===== config.mk =====
export PLATFORM = sky130hd
export DESIGN_NAME = rr_pri_arbiter
export DESIGN_NICKNAME = d
export VERILOG_FILES = /design/src/rtl/rr_pri_arbiter_pkg.sv /design/src/rtl/rr_pri_arbiter_pick.sv /design/src/rtl/rr_pri_arbiter.sv
export SDC_FILE = /design/constraint.sdc
export NUM_CORES = 1
export LEC_CHECK = 0
export CORE_MARGIN = 3
export CORE_UTILIZATION = 25
export DETAILED_ROUTE_END_ITERATION = 16
export DONT_BUFFER_PORTS = 1
export GPL_TIMING_DRIVEN = 0
export PLACE_DENSITY = 0.4
export SLEW_MARGIN = 30
export SYNTH_ARGS = -nofsm -noshare
export SYNTH_HDL_FRONTEND = slang
export SYNTH_SLANG_ARGS = --single-unit

===== constraint.sdc =====
create_clock -name clk -period 2.3 [get_ports clk]
set_clock_uncertainty 0.05 [all_clocks]
set_input_delay 0.23 -clock clk [delete_from_list [all_inputs] [get_ports clk]]
set_output_delay 0.23 -clock clk [all_outputs]
set_load 0.05 [all_outputs]

===== src/rtl/rr_pri_arbiter_pkg.sv =====
// Shared types and helpers for the 8-way round-robin / fixed-priority arbiter.
// Provides the FSM state enum, default sizing and the 8-to-3 encode functions.
package arb_pkg;

    localparam int N    = 8;
    localparam int IDXW = 3;

    typedef enum logic {
        IDLE  = 1'b0,
        GRANT = 1'b1
    } arb_state_e;

    // Highest set bit wins; returns 0 for an all-zero vector.
    function automatic logic [IDXW-1:0] pri_enc(input logic [N-1:0] v);
        logic [IDXW-1:0] idx;
        idx = '0;
        for (int i = 0; i < N; i++) begin
            if (v[i]) idx = IDXW'(i);
        end
        return idx;
    endfunction

    function automatic logic [IDXW-1:0] onehot_to_idx(input logic [N-1:0] oh);
        logic [IDXW-1:0] idx;
        idx = '0;
        for (int i = 0; i < N; i++) begin
            if (oh[i]) idx = idx | IDXW'(i);
        end
        return idx;
    endfunction

endpackage


===== src/rtl/rr_pri_arbiter_pick.sv =====
// Combinational winner selection: fixed priority (highest index) or rotating
// priority starting just below the last winner, using a double-width rotate.
module rot_pri_pick #(
    parameter int N    = arb_pkg::N,
    parameter int IDXW = arb_pkg::IDXW
) (
    input  logic [N-1:0]    req,
    input  logic [IDXW-1:0] last,
    input  logic            mode,
    output logic            any,
    output logic [IDXW-1:0] win_idx,
    output logic [N-1:0]    win_onehot
);
    import arb_pkg::*;

    logic [IDXW-1:0]  shamt;
    logic [2*N-1:0]   dbl_req;
    logic [N-1:0]     rot_req;
    logic [IDXW-1:0]  rot_idx;
    logic [N-1:0]     rot_oh;
    logic [2*N-1:0]   dbl_oh;

    // rot_req[k] = req[(k + last) mod N], so rot_req[N-1] is req[last-1]:
    // the top of the rotated vector is the first candidate in the search.
    always_comb begin
        shamt      = mode ? last : '0;
        dbl_req    = {req, req} >> shamt;
        rot_req    = dbl_req[N-1:0];
        rot_idx    = pri_enc(rot_req);
        rot_oh     = N'(1) << rot_idx;
        dbl_oh     = {rot_oh, rot_oh} << shamt;
        any        = |req;
        win_onehot = any ? dbl_oh[2*N-1:N] : '0;
        win_idx    = onehot_to_idx(win_onehot);
    end

endmodule


===== src/rtl/rr_pri_arbiter.sv =====
// Registered 8-requester arbiter: grants are held until done, request drop,
// disable or hold timeout, with a mandatory idle cycle between grants.
module rr_pri_arbiter #(
    parameter int N        = arb_pkg::N,
    parameter int IDXW     = arb_pkg::IDXW,
    parameter int HOLD_MAX = 15,
    parameter int CNTW     = 4
) (
    input  logic            clk,
    input  logic            rst_n,
    input  logic            en,
    input  logic            mode,
    input  logic [N-1:0]    req,
    input  logic            done,
    output logic [N-1:0]    gnt,
    output logic [IDXW-1:0] gnt_idx,
    output logic            gnt_vld,
    output logic            timeout
);
    import arb_pkg::*;

    localparam logic [CNTW-1:0] HOLD_LAST = (HOLD_MAX == 0) ? '0 : CNTW'(HOLD_MAX - 1);

    function automatic logic [CNTW-1:0] sat_inc(input logic [CNTW-1:0] v);
        return (v == {CNTW{1'b1}}) ? v : v + CNTW'(1);
    endfunction

    arb_state_e      state_q, state_d;
    logic [IDXW-1:0] last_q;
    logic [CNTW-1:0] cnt_q;

    logic            any;
    logic [IDXW-1:0] win_idx;
    logic [N-1:0]    win_onehot;

    logic            take;
    logic            rel_now;
    logic            user_rel;
    logic            hold_hit;
    logic            timeout_d;

    rot_pri_pick #(
        .N    (N),
        .IDXW (IDXW)
    ) u_pick (
        .req        (req),
        .last       (last_q),
        .mode       (mode),
        .any        (any),
        .win_idx    (win_idx),
        .win_onehot (win_onehot)
    );

    always_comb begin
        state_d   = state_q;
        take      = 1'b0;
        rel_now   = 1'b0;
        timeout_d = 1'b0;
        user_rel  = done || !req[gnt_idx] || !en;
        hold_hit  = (HOLD_MAX != 0) && (cnt_q == HOLD_LAST);
        unique case (state_q)
            IDLE: begin
                if (en && any) begin
                    state_d = GRANT;
                    take    = 1'b1;
                end
            end
            GRANT: begin
                // Any owner-side reason to release masks the timeout flag.
                if (user_rel || hold_hit) begin
                    state_d   = IDLE;
                    rel_now   = 1'b1;
                    timeout_d = !user_rel;
                end
            end
            default: state_d = IDLE;
        endcase
    end

    always_ff @(posedge clk or negedge rst_n) begin
        if (!rst_n) begin
            state_q <= IDLE;
            gnt     <= '0;
            gnt_idx <= '0;
            gnt_vld <= 1'b0;
            timeout <= 1'b0;
            last_q  <= '0;
            cnt_q   <= '0;
        end else begin
            state_q <= state_d;
            timeout <= timeout_d;
            if (take) begin
                gnt     <= win_onehot;
                gnt_idx <= win_idx;
                gnt_vld <= 1'b1;
                last_q  <= win_idx;
                cnt_q   <= '0;
            end else if (rel_now) begin
                gnt     <= '0;
                gnt_idx <= '0;
                gnt_vld <= 1'b0;
                cnt_q   <= '0;
            end else if (state_q == GRANT) begin
                cnt_q   <= sat_inc(cnt_q);
            end
        end
    end

endmodule


==> run metrics <==
RSZ-0062 raised after global routing=yes; adder-cell share of the synthesized area=0.0120; Syn Inst Count=227; post-synthesis xor/xnor area fraction=0.0168; initial antenna violation count=0; final worst path period share=1.15; DRC=0; YS warnings=0; Setup Crit Path Kind=reg -> reg; Max Fclk=379 MHz; root buffer cell=clkbuf_8; multi-input logic area=1690 sq um; placed insts=329; Worst-path clk slew=0.08 ns; DRT iter0 DRCs=84; Power Density=1330 nW/um^2; GRT Resource Usage Total=0.140; Total Routed Length=6700 um; Rel. slew slack=0.573; register area share after synthesis=0.253; distinct cell type count of the synthesized netlist=81; post-synthesis simple-gate area fraction=0.241; die height=97.2 um; Compound-Gate Fraction of Synth Area=0.306; via count=1927; FF-to-FF setup slack=-0.34 ns; most common cell after layout, fill and taps aside=nand2_1; RePlAce Congestion=0.735; worst min path class=in -> reg; Max H-tree Level=1; crit-path most repeated cell=buf_6; wire length of the first global-routing pass=10900 um; Core ar.=7890 sq um; Worst VDD drop=0.316 mV; Max Cap Viol=0; layout cells sized above 1=0.405; non-filler cells, final=354; CP peak stage delay=0.47 ns; CTS max path bufs=2; clock latency at the later pin of the worst-skew pair=0.26 ns; largest family of logic cells by synthesized area=compound AO/OA/AOI/OAI gates; CP Launch Type=flip-flop; vias in the first global route=1981; post-layout worst setup margin=-0.336 ns; TritonRoute pass-1 iters=4; Fin. Hold Viols=0; CP max stage cell=dfrtp_2; IO buf count=0; GR Overflow Total=0; Worst setup EP type=flip-flop; # fillers=806; count of flip-flops with a built-in enable after synthesis=0; worst-case reg-to-reg path depth=10; RR Startpoint=last_q[1]; ANT cells=0; I/O Pins=26; Synth Cell Area=2080 sq um; worst path required time=2.43 ns; endpoints failing setup=15; Leak=0.00104 uW; cell area after layout=2730 sq um; ys async rst share=1.00; drt via density=5.44; actual slew at the worst max-slew pin=0.640 ns; Pins Over Slew Limit=0; TritonCTS clock tree=built; clock sink count=21; fin crit period=2.64 ns; Max Fanout on Critical Path=7; cts bufs inserted=3; Sequential Area=531 sq um; Area growth syn-to-layout=31.4%; Hold Path Stages=2; worst r2r dst=last_q[2]; Placed Area=2300 sq um; Seq cells post-synth=21; post-synthesis mux area share=0.107; antenna-violating nets left=0; Row Count=32; hold slack=0.173 ns; Arrival @ worst endpoint=2.76 ns; Nets=268; HPWL after DPL=4980 um; Main synth FF type=dfrtp_1; Die Width=97.2 um; status=finished with violations; pin count of the biggest net entering global routing=22; Syn Area/Cell=9.16 sq um; CP cell instances=buf_6 > o31a_4 > or2_4 > o211ai_2 > buf_6 > nand4b_4 > o32ai_4 > nand2_1 > a31o_1 > a41oi_2; Hold EP=state_q; failing checks=negative setup slack; wire length per cell=18.9 um; Synth Net Count=242; Initial Utilization=0.264; die area=9450 sq um; hold wc startpoint=en; most frequent cells in the layout=nand2_1, nor2_1, buf_4, dfrtp_1, o21ai_1
-- final cells by class --
cell class	count	area share
Sequential cell	21	0.194
Tap cell	102	0.0467
Clock buffer	4	0.0165
Buffer	12	0.0467
Timing Repair Buffer	23	0.0751
Inverter	3	0.00412
Multi-Input combinational cell	189	0.617
-- logic make-up after synthesis --
family	count (synthesis)
simple gates	90
compound gates	75
flops	21
mux	18
buf+inv	17
xor+xnor	4
fa+ha+maj	2
-- worst max-delay path: cells and delay by family, from the launching register on --
kind | cells | cell delay (ns)
buffers and inverters | 2 | 0.29
flip-flops | 1 | 0.47
AO/OA/AOI/OAI | 5 | 1.24
AND/OR/NAND/NOR | 3 | 0.50
-- where the power goes --
group / leakage (uW) / internal [uW] / switching (uW)
registers: 0.000268 / 504 / 456
clock network: 0.0000228 / 123 / 119
logic: 0.000748 / 1120 / 1310
-- through the flow --
stage / power (uW) / setup TNS (ns) / setup slack, ns / util
after floorplan: 2450 / -0.0589 / -0.0322 / -
after global placement: 2880 / -6.72 / -0.564 / 0.291
after detailed placement: 2870 / -5.86 / -0.497 / 0.291
after CTS: 3300 / -3.94 / -0.315 / 0.315
after global routing: 3910 / -5.60 / -0.443 / 0.346
final: 3640 / -3.30 / -0.336 / 0.346
-- synthesized netlist by cell type (3+ instances only) --
cell type	instances	area, sq um
o21ai_0	7	35.0
nand2_1	23	86.3
nor3_1	5	25.0
and3_1	4	25.0
nor4_1	3	18.8
o31ai_1	3	22.5
o21ai_1	8	40.0
mux2i_1	10	100
o22ai_1	5	31.3
nand3b_1	3	22.5
nand3_1	10	50.1
buf_2	4	20.0
nor2_1	21	78.8
a21oi_1	8	40.0
a22oi_1	3	22.5
dfrtp_1	21	526
buf_6	5	56.3
inv_1	3	11.3
-- flip-flops by register name, summed over array words and instances (netlist names) --
signal and flops:
gnt 8, cnt_q 4, gnt_idx 3, last_q 3, gnt_vld 1, state_q 1, timeout 1
-- worst max-delay path by stage --
stage	slack [ns]	cells after the start	endpoint	from
6_report	-0.34	10	last_q[2]	last_q[1]
5_1_grt	-0.44	11	last_q[2]	last_q[1]
4_1_cts	-0.32	9	last_q[2]	last_q[0]
3_5_place_dp	-0.50	9	last_q[2]	last_q[0]
3_3_place_gp	-0.56	9	last_q[2]	last_q[0]
2_1_floorplan	-0.03	7	cnt_q[1]	gnt_idx[1]
-- routing by layer --
layer | wire (um) | share of wire | GRT usage | up-vias
li1 | - | - | - | 933
met2 | 3170 | 0.47 | 0.227 | 40
met1 | 3170 | 0.47 | 0.194 | 948
met4 | 77 | 0.012 | 0.0292 | 0
met5 | 0 | 0 | 0 | -
met3 | 275 | 0.041 | 0.0287 | 6
-- timing repair --
item                                    CTS  global route
gates cloned                              0             1
resized for setup                         8            37
pin swaps                                10            19
endpoints found under the setup margin   18            18
hold buffers                              1             1
setup buffers                            12             8
endpoints found under the hold margin    21            21
No activity file was read; power rests on OpenSTA's default activity.
